File: src/rtl/replacer_pkg.sv
// Shared definitions for the sign-embedding replacer and the sign extractor.
// Holds the default video/count widths, the count and bit-pointer types, the
// pointer reset value, and the packed count-FIFO entry layout.
package replacer_pkg;

    localparam int unsigned DATA_W = 8;
    localparam int unsigned CNT_W  = 7;
    localparam int unsigned PTR_W  = $clog2(DATA_W);

    typedef logic [CNT_W-1:0] cnt_t;
    typedef logic [PTR_W-1:0] ptr_t;

    // Pointer starts on the MSB of a fresh byte
    localparam ptr_t PTR_INIT = ptr_t'(DATA_W - 1);

    // One count-FIFO entry: distance to the next position plus its action flags
    typedef struct packed {
        cnt_t cnt;
        logic sign;
        logic ext;
    } cnt_entry_t;

    localparam int unsigned ENTRY_W = $bits(cnt_entry_t);

endpackage

File: src/rtl/fifo_prefetch_stage.sv
// Prefetch stage between a 1-cycle-latency FIFO and its consumer.
// Issues a read when the holding register is free (or being consumed), tracks
// the single outstanding read, and captures the returned word with a valid flag.
// The held word can be rewritten in place by the consumer (upd_i).
// Ports:
//   clk, rst          clock, async active-low reset
//   en_i              global enable; all state holds while low
//   empty_i           FIFO empty
//   rd_data_i         FIFO read data, valid the cycle after rd_c_o
//   consume_i         consumer is done with the held word this cycle
//   upd_i, upd_data_i overwrite the held word (word stays valid)
//   rd_c_o            FIFO read strobe (combinational)
//   data_o, valid_o   held word and its valid flag
module fifo_prefetch_stage #(
    parameter int unsigned W = 8
) (
    input  logic         clk,
    input  logic         rst,
    input  logic         en_i,
    input  logic         empty_i,
    input  logic [W-1:0] rd_data_i,
    input  logic         consume_i,
    input  logic         upd_i,
    input  logic [W-1:0] upd_data_i,
    output logic         rd_c_o,
    output logic [W-1:0] data_o,
    output logic         valid_o
);

    logic         run_q;
    logic         pend_q, pend_d;
    logic         valid_q, valid_d;
    logic [W-1:0] data_q, data_d;

    // run_q keeps the strobe low while reset is held and on the release cycle
    assign rd_c_o  = run_q & en_i & ~empty_i & ~pend_q & (~valid_q | consume_i);
    assign data_o  = data_q;
    assign valid_o = valid_q;

    // Capture of returned data takes priority over consume/update
    always_comb begin
        pend_d  = pend_q;
        valid_d = valid_q;
        data_d  = data_q;
        if (en_i) begin
            if (consume_i) valid_d = 1'b0;
            if (upd_i)     data_d  = upd_data_i;
            if (pend_q) begin
                data_d  = rd_data_i;
                valid_d = 1'b1;
                pend_d  = 1'b0;
            end
            if (rd_c_o) pend_d = 1'b1;
        end
    end

    always_ff @(posedge clk or negedge rst) begin
        if (!rst) begin
            run_q   <= 1'b0;
            pend_q  <= 1'b0;
            valid_q <= 1'b0;
            data_q  <= '0;
        end else begin
            run_q   <= 1'b1;
            pend_q  <= pend_d;
            valid_q <= valid_d;
            data_q  <= data_d;
        end
    end

endmodule

File: src/rtl/sign_extractor.sv
// Sign extractor: walks the marked video byte stream using the embedder's
// count/flag entries and writes out the recovered sign bits, one per write.
// Video bytes are consumed and dropped.
// Build option: define EXTEND_CHECK_EN to check extend bits against the
// complement of the last sign bit (sticky ext_err); otherwise ext_err is 0.
// Ports:
//   clk, rst                   clock, async active-low reset
//   clk_en                     global clock enable
//   vid_in, vid_empty, vid_rd  video FIFO (data valid cycle after vid_rd)
//   cnt_in, sign_flag,
//   extend_flag, cnt_empty,
//   cnt_rd                     count FIFO (data valid cycle after cnt_rd)
//   out_afull                  sign output FIFO almost full
//   sign_out, sign_wr          recovered sign bit and its write strobe
//   ext_err                    sticky extend-check mismatch
module sign_extractor
    import replacer_pkg::*;
(
    input  logic              clk,
    input  logic              rst,
    input  logic              clk_en,
    input  logic [DATA_W-1:0] vid_in,
    input  logic              vid_empty,
    output logic              vid_rd,
    input  logic [CNT_W-1:0]  cnt_in,
    input  logic              sign_flag,
    input  logic              extend_flag,
    input  logic              cnt_empty,
    output logic              cnt_rd,
    input  logic              out_afull,
    output logic              sign_out,
    output logic              sign_wr,
    output logic              ext_err
);

    logic              module_en;
    logic              step;
    logic              byte_done, entry_done;
    logic              vid_valid, cnt_valid;
    logic [DATA_W-1:0] vid_reg;
    logic [ENTRY_W-1:0] ent_raw;
    cnt_entry_t        ent_in, ent_q, ent_upd;
    logic              ent_upd_en;
    logic              bit_val;

    ptr_t ptr_q, ptr_d;
    logic sign_out_q, sign_out_d;
    logic sign_wr_q, sign_wr_d;
    logic last_sign_q, last_sign_d;

    assign module_en = clk_en & ~out_afull;
    assign step      = vid_valid & cnt_valid & module_en;
    assign ent_in    = '{cnt: cnt_in, sign: sign_flag, ext: extend_flag};
    assign ent_q     = cnt_entry_t'(ent_raw);

    // Video byte prefetch
    fifo_prefetch_stage #(.W(DATA_W)) u_vid_stage (
        .clk        (clk),
        .rst        (rst),
        .en_i       (module_en),
        .empty_i    (vid_empty),
        .rd_data_i  (vid_in),
        .consume_i  (byte_done),
        .upd_i      (1'b0),
        .upd_data_i ('0),
        .rd_c_o     (vid_rd),
        .data_o     (vid_reg),
        .valid_o    (vid_valid)
    );

    // Count entry prefetch; remaining distance is rewritten on byte crossings
    fifo_prefetch_stage #(.W(ENTRY_W)) u_cnt_stage (
        .clk        (clk),
        .rst        (rst),
        .en_i       (module_en),
        .empty_i    (cnt_empty),
        .rd_data_i  (ENTRY_W'(ent_in)),
        .consume_i  (entry_done),
        .upd_i      (ent_upd_en),
        .upd_data_i (ENTRY_W'(ent_upd)),
        .rd_c_o     (cnt_rd),
        .data_o     (ent_raw),
        .valid_o    (cnt_valid)
    );

`ifdef EXTEND_CHECK_EN
    logic ext_err_q, ext_err_d;
`else
    logic unused_ext;
    assign unused_ext = ^{ent_q.ext, last_sign_q};
`endif

    // Step: either act on a bit within the current byte or cross to the next byte
    always_comb begin
        ptr_d       = ptr_q;
        sign_out_d  = sign_out_q;
        sign_wr_d   = 1'b0;
        last_sign_d = last_sign_q;
        byte_done   = 1'b0;
        entry_done  = 1'b0;
        bit_val     = 1'b0;
        ent_upd     = ent_q;
        ent_upd_en  = 1'b0;
`ifdef EXTEND_CHECK_EN
        ext_err_d   = ext_err_q;
`endif
        if (step) begin
            if (ent_q.cnt <= cnt_t'(ptr_q)) begin
                ptr_d      = ptr_q - ptr_t'(ent_q.cnt);
                bit_val    = vid_reg[ptr_d];
                entry_done = 1'b1;
                if (ent_q.sign) begin
                    sign_out_d  = bit_val;
                    sign_wr_d   = 1'b1;
                    last_sign_d = bit_val;
                end
`ifdef EXTEND_CHECK_EN
                // Extend bit must be the complement of the last sign bit
                else if (ent_q.ext && (bit_val == last_sign_q)) begin
                    ext_err_d = 1'b1;
                end
`endif
            end else begin
                // Remaining distance after skipping the rest of this byte
                ent_upd.cnt = ent_q.cnt - (cnt_t'(ptr_q) + cnt_t'(1));
                ent_upd_en  = 1'b1;
                ptr_d       = PTR_INIT;
                byte_done   = 1'b1;
            end
        end
    end

    always_ff @(posedge clk or negedge rst) begin
        if (!rst) begin
            ptr_q       <= PTR_INIT;
            sign_out_q  <= 1'b0;
            sign_wr_q   <= 1'b0;
            last_sign_q <= 1'b0;
        end else begin
            ptr_q       <= ptr_d;
            sign_out_q  <= sign_out_d;
            sign_wr_q   <= sign_wr_d;
            last_sign_q <= last_sign_d;
        end
    end

`ifdef EXTEND_CHECK_EN
    always_ff @(posedge clk or negedge rst) begin
        if (!rst) ext_err_q <= 1'b0;
        else      ext_err_q <= ext_err_d;
    end
    assign ext_err = ext_err_q;
`else
    assign ext_err = 1'b0;
`endif

    assign sign_out = sign_out_q;
    assign sign_wr  = sign_wr_q;

endmodule

File: config.mk
export PLATFORM = sky130hd
export DESIGN_NAME = sign_extractor
export DESIGN_NICKNAME = d
export VERILOG_FILES = /design/src/rtl/replacer_pkg.sv /design/src/rtl/fifo_prefetch_stage.sv /design/src/rtl/sign_extractor.sv
export SDC_FILE = /design/constraint.sdc
export NUM_CORES = 1
export LEC_CHECK = 0
export BUFFER_PORTS_ARGS = -buffer_cell sky130_fd_sc_hd__buf_2
export CAP_MARGIN = 10
export CELL_PAD_IN_SITES_DETAIL_PLACEMENT = 0
export CELL_PAD_IN_SITES_GLOBAL_PLACEMENT = 1
export CORE_UTILIZATION = 30
export CTS_CLUSTER_SIZE = 12
export DETAILED_ROUTE_END_ITERATION = 7
export PLACE_DENSITY = 0.61
export SKIP_CTS_REPAIR_TIMING = 1
export SLEW_MARGIN = 30
export SYNTH_ARGS = -nofsm -noshare
export SYNTH_HDL_FRONTEND = slang
export SYNTH_SLANG_ARGS = --single-unit
File: constraint.sdc
create_clock -name clk -period 2 [get_ports clk]
set_input_delay 0 -clock clk [delete_from_list [all_inputs] [get_ports clk]]
set_output_delay 0 -clock clk [all_outputs]
set_load 0.01 [all_outputs]
==> summary by stage, run 1 <==
Run status
The run finished, with violations left. The checks that failed: setup timing.

Timing
The final period demand of the worst path is 2.21 ns. Setup repair after global routing could not meet its margin everywhere. After layout, the worst setup slack is -0.205 ns. The worst hold-check slack is 0.0176 ns.

Measured against its own limit, the worst slew margin works out to 60.4%. The highest achievable clock rate is 453 MHz. Setup violations remaining at the end of the flow were counted as 4. The count of endpoints failing hold in the final timing report is 0.

The max-slew violation count is 0. Clock skew on the completed layout was measured at 0.00893 ns. The transition at the pin with the smallest max-transition slack is 0.594 ns. Of the available clock period, the critical path in the final layout requires 110%.

The total negative slack is -0.597 ns.

Finish
The count of non-filler cells in the finished layout is 264. Cells with a size suffix above 1 make up 46.2% of the layout. The net count of the finished layout is 229. The layout has 465 filler cells. The final design utilization is 45.2%. 0 antenna diodes ended up in the layout. The signed area change from the synthesized netlist to the final layout is 41.2%.

Critical path
The startpoint type of the worst setup path is a register. Counting cells, the worst reg-to-reg path comes to 7. The critical path class is register to register. The worst register-to-register path ends at sign_out$_DFFE_PN0P_.

The start point of the critical path is ptr_q[0]$_DFFE_PN1P_. The capturing instance or port of the critical path is sign_out$_DFFE_PN0P_. The arrival time of the worst setup path is 2.38 ns.

The peak fanout along the critical path is 3. The startpoint of the lowest-slack register-to-register path is ptr_q[0]$_DFFE_PN1P_. The kind of end point of the critical path is a register. The setup check on the worst reg-to-reg path leaves a slack of -0.21 ns. The required time of the critical path is 2.17 ns.

Yosys
The number of different library cells used by synthesis comes to 53. The cell count after synthesis came out at 140. The xor/xnor share of the synthesized area is 1.13%. In this run the cell area of the synthesized design comes to 1550 sq um.

Counting flops with an async set or reset pin after synthesis yields a share of 100%. The most used flip-flop cell after synthesis is sky130_fd_sc_hd__dfrtp_1. By instance count, the leading cell after synthesis is sky130_fd_sc_hd__dfrtp_1.

The largest total area in the synthesized netlist belongs to sky130_fd_sc_hd__dfrtp_1. A synthesized cell averages 11.1 sq um. The fraction of the mapped netlist area in compound gates is 14.6%. Of the post-synthesis cell area, the dominant cell type holds 37.1%. Summing the areas of all and, or, nand and nor instances in the mapped netlist gives 17.7% of the synthesized area. The total of warnings raised by yosys is 0. The main combinational cell family by area after synthesis is simple AND/OR/NAND/NOR gates.

By count the netlist is led by sky130_fd_sc_hd__dfrtp_1 (23), sky130_fd_sc_hd__inv_1 (10), sky130_fd_sc_hd__mux2_2 (10), sky130_fd_sc_hd__nand2_1 (9), sky130_fd_sc_hd__ha_1 (6). Summing the areas of all fa, ha and maj instances in the mapped netlist gives 7.42% of the synthesized area. The portion of the post-synthesis area used by sequential elements is 42.2%. The number of nets produced by synthesis is 171.

Synthesis inferred 26 register bits. The multiplexer area fraction after synthesis is 13.0%. Yosys attributes the largest share of cell area to sky130_fd_sc_hd__dfrtp_1 (37%), sky130_fd_sc_hd__mux2_2 (7.3%), sky130_fd_sc_hd__dfstp_2 (5.1%). Yosys mapped a number of flops with a built-in enable equal to 0.

Die
For this configuration, the core starts out at a cell density of 32.0%. In this run the count of I/O pins placed on the die edge is 28. The core region is 4850 sq um.

The die covers 5460 sq um. The floorplan has 25 rows. The die boundary height is 73.9 um.

The horizontal die dimension is 73.9 um.

Global route
The wire length of the first global-routing pass is 5.71 mm. The number of global-route vias before repair is 1248. The overall routing resource usage is 13.8%. The fraction of met2 tracks used by global routing is 23.5%.

The initial antenna violation count is 0. The leftover overflow at the end of global routing is 0. The met3 usage in global routing is 3.43%. In this run the most used layer during global routing was met2.

The met1 routing resource usage after global routing is 17.9%. Entering global routing, the biggest net connects 27 pins.

Routing
The wire length after detailed routing is 3.65 mm. After the first detailed-routing iteration, the DRC count stood at 41. The count of unresolved DRC violations after routing is 0. In the routed layout, each cell is associated on average with a via count of 4.78. The number of optimization iterations in the first detailed-route pass is 4. The detail route stage leaves a number of antenna-violating nets equal to 0. After detailed routing, the average wire length per cell comes to 13.8 um. The detailed router placed 1261 vias in this run.

Clocking
Clock tree synthesis found a total of 26 sinks. Clock-pin slew was measured on the worst setup and hold paths at 0.10 ns. The clock tree from TritonCTS is yes. The number of clock buffers inserted by TritonCTS is 3. The maximum count of clock buffers along a single path is 2. The clock reaches the later pin of the worst-skew pair after 0.28 ns. The root buffer cell is sky130_fd_sc_hd__clkbuf_8.

CTS built an H-tree with a depth of 1.

Placement
The post-DP HPWL is 2.68 mm. The number of input and output port buffers inserted is 25. The congestion estimate from routability-driven global placement came to 0.808. The number of cells in the design after placement is 241.

Worst hold path
In this run the most critical hold path is launched from cnt_in[1]. The instance count along the most critical hold path is 3. The min-delay analysis places its worst path in the category input pin to register.

Power
Power spread over the standard cell area amounts to 822 nW/um^2. IR analysis of the VDD net gives a maximum drop of 0.391 mV. Summed over all cells, the static leakage comes to 0.958 nW.

Run
Max-cap violations in this run came to 0.
state kept, by name, indices dropped and copies added, names as in the netlist:
register and flops:
sign_out 1, u_vid_stage.data_o 8, u_cnt_stage.valid_o 1, u_cnt_stage.pend_q 1, u_vid_stage.valid_o 1, ptr_q 3
u_vid_stage.pend_q 1, u_cnt_stage.data_o 8, sign_wr 1, u_cnt_stage.run_q 1
logic make-up after synthesis:
kind of cell	after synthesis
and+or+nand+nor	45
buffers and inverters	13
AOI/OAI and AO/OA	29
xor gates and xnor gates	2
DFF	26
adders and majority gates	8
muxes	15
other	2
per-layer routing:
metal,vias to the layer above,wire length (um)
li1,627,-
met1,601,1740
met2,31,1750
met3,2,132
met4,0,21
met5,-,0
worst min-delay path by stage:
stage	endpoint	slack, ns
after floorplan	sign_out$_DFFE_PN0P_	-0.30
after global placement	u_cnt_stage.data_o[6]$_DFFE_PN0P_	0.04
after detailed placement	u_cnt_stage.data_o[6]$_DFFE_PN0P_	0.05
after CTS	u_cnt_stage.data_o[6]$_DFFE_PN0P_	-0.26
after global routing	u_cnt_stage.data_o[3]$_DFFE_PN0P_	0.05
final	u_cnt_stage.data_o[3]$_DFFE_PN0P_	0.02
worst max-delay path, stage by stage (launching register included):
cell,delay [ns]
sky130_fd_sc_hd__dfstp_2,0.57
sky130_fd_sc_hd__inv_4,0.05
sky130_fd_sc_hd__ha_4,0.15
sky130_fd_sc_hd__inv_2,0.05
sky130_fd_sc_hd__fa_2,0.46
sky130_fd_sc_hd__mux4_2,0.30
sky130_fd_sc_hd__mux2_4,0.26
sky130_fd_sc_hd__mux2_4,0.26
cell type report:
| cell class | instances | area [sq um] | share of cell area (%) |
|---|---|---|---|
| multi-input combinational | 101 | 947 | 43.2 |
| timing repair buffer | 56 | 393 | 17.9 |
| clock inverter | 1 | 30.0 | 1.37 |
| sequential | 26 | 656 | 29.9 |
| tap | 67 | 83.8 | 3.83 |
| clock buffer | 3 | 41.3 | 1.88 |
| inverter | 10 | 40.0 | 1.83 |
metrics by stage:
| step | worst slack [ns] | power (mW) | instance area, sq um |
|---|---|---|---|
| global route | -0.272 | 1.93 | 2190 |
| floorplan | -0.106 | 1.12 | 1600 |
| global placement | -0.145 | 1.28 | 1870 |
| CTS | -0.223 | 1.75 | 1950 |
| detailed placement | -0.199 | 1.30 | 1870 |
| finish | -0.205 | 1.80 | 2190 |
where the power goes:
part	leakage [nW]	switching [mW]	internal, mW
registers	0.309	0.117	0.669
logic	0.614	0.238	0.331
clock network	0.0357	0.177	0.268
total	0.958	0.532	1.27
cells in the final DEF, fill, tap and decap left out, types with 4 or more instances in the layout:
master                          count
sky130_fd_sc_hd__inv_1              6
sky130_fd_sc_hd__mux2_2             9
sky130_fd_sc_hd__dlygate4sd3_1     14
sky130_fd_sc_hd__buf_2             25
sky130_fd_sc_hd__dfrtp_1           22
sky130_fd_sc_hd__nand3_1            5
sky130_fd_sc_hd__nor2_1             4
sky130_fd_sc_hd__buf_4             17
sky130_fd_sc_hd__a21oi_1            4
sky130_fd_sc_hd__nand2_1            9
(Power assumes the default switching activity.)
==> run 2, diff against run 1 <==
- CELL_PAD_IN_SITES_DETAIL_PLACEMENT: 0 -> not set
- CELL_PAD_IN_SITES_GLOBAL_PLACEMENT: 1 -> not set
- PLACE_DENSITY: 0.61 -> 0.51
==> summary by stage, run 2 (same netlist as run 1, synthesis figures left out) <==
Run status
The run finished, with violations left. The final reports fail on setup timing.

Critical path
By startpoint and endpoint, the worst setup path is classified as register to register. STA classifies the critical path endpoint as a register. The arrival time of the worst setup path is 2.37 ns (about the same). The peak fanout along the critical path is 3 (unchanged). The startpoint type of the worst setup path is a register.

The required time of the critical path was 2.18 ns (about the same).

Die
The initial standard-cell utilization of the core is 32.0% (unchanged). The die boundary height is 73.9 um (unchanged). The number of rows in the core area came to 25 (unchanged). The area of the core is 4850 sq um (unchanged).

The full die area came to 5460 sq um (unchanged). The top-level port count is 28 (unchanged). The horizontal die dimension is 73.9 um (unchanged).

Timing
The max-slew violation count is 0 (unchanged). The count of endpoints failing hold in the final timing report is 0 (unchanged). The highest achievable clock rate came to 455 MHz (+0.44%). The remaining max-slew budget at the tightest pin is 60.9% (+0.50 points). The worst hold-check slack is 0.00623 ns (-0.0114 ns). The total of endpoints with negative setup slack in the final report is 4 (unchanged). The setup slack after layout is -0.196 ns (+0.00971 ns).

The total negative slack is -0.442 ns (+0.154 ns). Setup repair after global routing could not meet its margin everywhere. The transition at the pin with the smallest max-transition slack came to 0.587 ns (-0.00752 ns). The worst setup skew after layout is 0.00746 ns (-0.00147 ns).

The final period demand of the worst path is 2.20 ns (-0.00971 ns). The final period utilization is 110% (-0.49 points).

Placement
The post-place setup slack was -0.188 ns (+0.0109 ns). The number of cells in the design after placement is 240 (-0.41%). The number of input and output port buffers inserted is 25 (unchanged). The post-DP HPWL was 2.69 mm (+0.49%). The instance area after placement was 1870 sq um (-0.40%). The placer's final routability congestion estimate is 0.798 (-1.3%).

Clocking
The root buffer cell is sky130_fd_sc_hd__clkbuf_8. The register clock-pin slew on the reported worst setup and hold paths was 0.10 ns (about the same). The insertion delay of the later-clocked pin in the worst-skew pair is 0.28 ns (about the same).

The number of clock buffers inserted by TritonCTS came to 3 (unchanged). The maximum count of clock buffers along a single path came to 2 (unchanged). The total clock sinks is 26 (unchanged). The total number of H-tree levels is 1 (unchanged). The clock tree from TritonCTS is yes.

Routing
The mean number of vias per cell was 4.92 (+3.0%). The first-iteration detailed-routing DRC count is 58 (+41%). The post-detailed-route count of antenna-violating nets is 0 (unchanged).

The wire length after detailed routing came to 3.67 mm (+0.55%). The number of optimization iterations in the first detailed-route pass is 4 (unchanged). The number of vias after detailed routing is 1279 (+1.4%). The count of unresolved DRC violations after routing was 0 (unchanged). The wire length per cell is 14.1 um (+2.1%).

Global route
The initial antenna violation count was 0 (unchanged). The number of global-route vias before repair is 1188 (-4.8%). The wire length of the first global-routing pass came to 5.92 mm (+3.8%). The leftover overflow at the end of global routing is 0 (unchanged). The pin count of the biggest net entering global routing was 27 (unchanged).

The overall routing resource usage is 14.4% (+0.54 points).

Finish
The library cell used most frequently in the layout, excluding fill and tap cells, is sky130_fd_sc_hd__buf_2. The fraction of layout cells with a size suffix above 1 is 44.0% (-2.2 points). The net count of the finished layout is 225 (-1.7%). The final-layout fill cell count is 470 (+1.1%). The area growth from synthesis to layout is 38.2%.

The final design utilization is 44.2% (-0.95 points). The final antenna diode count was 0 (unchanged). In the layout the commonest cells are sky130_fd_sc_hd__buf_2 (25), sky130_fd_sc_hd__dfrtp_1 (22), sky130_fd_sc_hd__dlygate4sd3_1 (14). The post-route cell area came to 2140 sq um (-2.1%). The count of non-filler cells in the finished layout is 260 (-1.5%).

Run
The max capacitance violation total came to 0 (unchanged).

Worst hold path
The min-delay analysis places its worst path in the category input pin to register.

Power
The total power draw came to 1.81 mW (+0.36%). The power density over cell area is 842 nW/um^2 (+2.5%). The reported leakage power is 0.947 nW (-1.2%). The worst ir drop on vdd came to 0.357 mV (-8.6%).
[run 2: metal layers]
layer | part of all wire, % | routed length, um | GRT usage (%) | vias to the layer above
met1 | 47 | 1740 | 20.3 | 622
met4 | 0.93 | 34 | 4.49 | 0
met2 | 47 | 1740 | 21.8 | 35
li1 | - | - | - | 617
met5 | 0 | 0 | 0 | -
met3 | 4.3 | 156 | 3.16 | 5
[run 2: area by class of cell]
type                       count  area (sq um)  share of cell area [%]
multi-input combinational    101           933                    43.5
sequential                    26           656                    30.6
timing repair buffer          52           363                    16.9
tap                           67          83.8                    3.91
clock buffer                   3          41.3                    1.93
inverter                      10          37.5                    1.75
clock inverter                 1          30.0                    1.40
[run 2: critical path, stage by stage, from the launching register on]
cell	delay (ns)
sky130_fd_sc_hd__dfstp_2	0.55
sky130_fd_sc_hd__inv_2	0.05
sky130_fd_sc_hd__ha_4	0.15
sky130_fd_sc_hd__inv_2	0.05
sky130_fd_sc_hd__fa_2	0.46
sky130_fd_sc_hd__mux4_2	0.30
sky130_fd_sc_hd__mux2_4	0.27
sky130_fd_sc_hd__mux2_4	0.26
[run 2: worst paths after layout]
| kind | from | endpoint | slack, ns | cells past startpoint |
|---|---|---|---|---|
| worst max-delay path | ptr_q[0]$_DFFE_PN1P_ | sign_out$_DFFE_PN0P_ | -0.20 | 7 |
| worst min-delay path | cnt_in[1] | u_cnt_stage.data_o[3]$_DFFE_PN0P_ | 0.006 | 3 |
| worst max register to register | ptr_q[0]$_DFFE_PN1P_ | sign_out$_DFFE_PN0P_ | -0.20 | 7 |
| worst min register to register | u_vid_stage.data_o[4]$_DFFE_PN0P_ | u_vid_stage.data_o[4]$_DFFE_PN0P_ | 0.50 | 1 |
| max in group asynchronous | rst | u_cnt_stage.data_o[2]$_DFFE_PN0P_ | 1.33 | 2 |
| min in group asynchronous | rst | u_cnt_stage.data_o[7]$_DFFE_PN0P_ | 0.24 | 2 |
[run 2: power breakdown]
| part | internal [mW] | switching (mW) |
|---|---|---|
| Combinational | 0.327 | 0.243 |
| Clock | 0.268 | 0.184 |
| Sequential | 0.669 | 0.116 |
| Total | 1.26 | 0.542 |
==> run 3, diff against run 2 <==
- PLACE_DENSITY: 0.51 -> 0.49
- clock period: 2 -> 2.82 ns (I/O delays scaled with it)
==> summary by stage, run 3 (same netlist as run 1, synthesis figures left out) <==
Finish
The fraction of layout cells with a size suffix above 1 is 28.3% (-16 points). The most common cell after layout, fill and taps aside is sky130_fd_sc_hd__buf_2. The final-layout fill cell count is 491 (+4.5%). From synthesis to final layout, the design area changed by 24.4%. The sequential cell area in the final layout is 654 sq um (-0.19%). The library cells used most frequently in the layout, excluding fill and tap cells, are sky130_fd_sc_hd__buf_2 (25), sky130_fd_sc_hd__dfrtp_1 (23), sky130_fd_sc_hd__dlygate4sd3_1 (14). The final design utilization is 39.8% (-4.4 points). The net count of the finished layout is 212 (-5.8%). The multi-input gate area in the final layout is 843 sq um (-9.7%). The final antenna diode count is 0 (unchanged).

Routing
The wire length after detailed routing is 3.33 mm (-9.1%). The first-iteration detailed-routing DRC count is 56 (-3.4%). The wire length per cell is 13.5 um (-4.3%). The mean number of vias per cell is 5.05 (+2.6%).

The number of vias after detailed routing is 1247 (-2.5%). The number of optimization iterations in the first detailed-route pass came to 5 (+1). The post-detailed-route count of antenna-violating nets is 0 (unchanged). The count of unresolved DRC violations after routing is 0 (unchanged).

Power
The switching power total came to 0.346 mW (-36%). The proportion of total power due to net switching is 31.4% (+1.4 points). The combinational cell fraction of total power is 28.7% (-2.8 points). The internal power summed over all cells was 0.755 mW (-40%). The reported leakage power is 0.879 nW (-7.2%).

The worst ir drop on vdd is 0.230 mV (-36%). The sequential share of power is 51.0% (+7.6 points). The clock power share came to 20.4% (-4.6 points). The power density over cell area is 571 nW/um^2 (-32%).

Worst hold path
The min-delay analysis places its worst path in the category input pin to register.

Global route
The number of global-route vias before repair was 1191 (+0.25%). The leftover overflow at the end of global routing is 0 (unchanged). The overall routing resource usage came to 13.6% (-0.76 points). The pin count of the biggest net entering global routing is 27 (unchanged).

The initial antenna violation count is 0 (unchanged). The wire length of the first global-routing pass was 5.52 mm (-6.8%).

Critical path
The required time of the critical path was 2.82 ns (+0.64 ns). The worst-path cell with the longest stage delay is sky130_fd_sc_hd__dfstp_2. The peak fanout along the critical path is 8 (+5).

The critical path class is register to output pin. The arrival time of the worst setup path is 2.24 ns (-0.13 ns). The worst setup path is captured at an output pin. The buffer and inverter count on the worst path is 2 (unchanged). The critical path goes through inv_1 -> ha_1 -> and3b_1 -> o21ai_2 -> a21oi_2 -> nor4_1 -> buf_2. The kind of cell with the highest combined delay on the critical path is flip-flops. The largest stage delay on the critical path came to 0.52 ns (-0.03 ns). The startpoint type of the worst setup path is a register.

Clocking
The total clock sinks is 26 (unchanged). The insertion delay of the later-clocked pin in the worst-skew pair came to 0.28 ns (about the same). The total number of H-tree levels is 1 (unchanged). The maximum count of clock buffers along a single path was 2 (unchanged). The register clock-pin slew on the reported worst setup and hold paths was 0.09 ns (about the same). The number of clock buffers inserted by TritonCTS is 3 (unchanged). TritonCTS built the clock tree.

The tree is rooted in a sky130_fd_sc_hd__clkbuf_8.

Placement
The number of input and output port buffers inserted came to 25 (unchanged). The post-DP HPWL was 2.52 mm (-6.5%). The placer's final routability congestion estimate came to 0.737 (-7.6%).

Die
The initial standard-cell utilization of the core was 32.0% (unchanged). The horizontal die dimension is 73.9 um (unchanged). The die boundary height is 73.9 um (unchanged). The top-level port count is 28 (unchanged). The number of rows in the core area is 25 (unchanged).

The full die area is 5460 sq um (unchanged). The area of the core came to 4850 sq um (unchanged).

Timing
The final period demand of the worst path is 2.24 ns. The final period utilization is 79.3%. The highest achievable clock rate is 447 MHz.

The worst setup skew after layout is 0.00549 ns (-0.00197 ns). The count of endpoints failing hold in the final timing report came to 0 (unchanged). The max-slew violation count is 0 (unchanged). The total of endpoints with negative setup slack in the final report came to 0 (-4). The total negative slack is 0 ns (+0.442 ns).

Setup repair after global routing left no endpoint under its margin. The remaining max-slew budget at the tightest pin is 60.2% (-0.62 points). The transition at the pin with the smallest max-transition slack is 0.596 ns (+0.00936 ns).

Run status
The run finished with clean final reports.

Run
The max capacitance violation total is 0 (unchanged).
[run 3: worst paths after layout]
path / startpoint / to / depth (start not counted) / slack, ns
hold / removal: cnt_in[0] / u_cnt_stage.data_o[2]$_DFFE_PN0P_ / 3 / 0.02
hold reg to reg: u_vid_stage.data_o[6]$_DFFE_PN0P_ / u_vid_stage.data_o[6]$_DFFE_PN0P_ / 1 / 0.51
setup / recovery: ptr_q[2]$_DFFE_PN1P_ / cnt_rd / 7 / 0.58
max in group asynchronous: rst / u_vid_stage.data_o[2]$_DFFE_PN0P_ / 2 / 2.18
min in group asynchronous: rst / u_cnt_stage.data_o[7]$_DFFE_PN0P_ / 2 / 0.25
setup reg to reg: ptr_q[0]$_DFFE_PN1P_ / sign_out$_DFFE_PN0P_ / 7 / 0.59
[run 3: final cells by class]
class / count / area share (%)
Multi-Input combinational cell: 101 / 43.7
Sequential cell: 26 / 33.9
Timing Repair Buffer: 39 / 13.7
Tap cell: 67 / 4.35
Clock buffer: 4 / 2.33
Inverter: 10 / 1.95
[run 3: metrics by stage]
step | worst slack, ns | instance area [sq um] | hold WS [ns] | power (mW) | instances
after global placement | 0.623 | 1740 | 0.0400 | 0.859 | 229
after global routing | 0.398 | 1930 | 0.0326 | 1.18 | 247
final | 0.583 | 1930 | 0.0168 | 1.10 | 247
after floorplan | 0.703 | 1550 | -0.296 | 0.782 | 140
after detailed placement | 0.591 | 1740 | 0.0537 | 0.872 | 229
after CTS | 0.548 | 1790 | -0.253 | 1.10 | 233
[run 3: per-layer routing]
metal  vias to the layer above  share of wire (%)  GRT usage, %
met4                         0                1.7          5.77
met2                        42                 45          22.1
met3                         5                5.3          2.19
met1                       606                 48          17.9
met5                         -                  0             0
li1                        594                  -             -
[run 3: worst min-delay path: stages]
cell and delay, ns:
sky130_fd_sc_hd__buf_2 0.08, sky130_fd_sc_hd__mux2i_1 0.05, sky130_fd_sc_hd__o21ai_0 0.13
[run 3: power groups by stage]
stage	Sequential (mW)	Combinational [mW]	Clock (mW)
2_1_floorplan	0.537	0.245	0
3_3_place_gp	0.562	0.297	0
3_5_place_dp	0.567	0.305	0
4_1_cts	0.559	0.306	0.235
5_1_grt	0.576	0.357	0.252
6_report	0.561	0.316	0.224
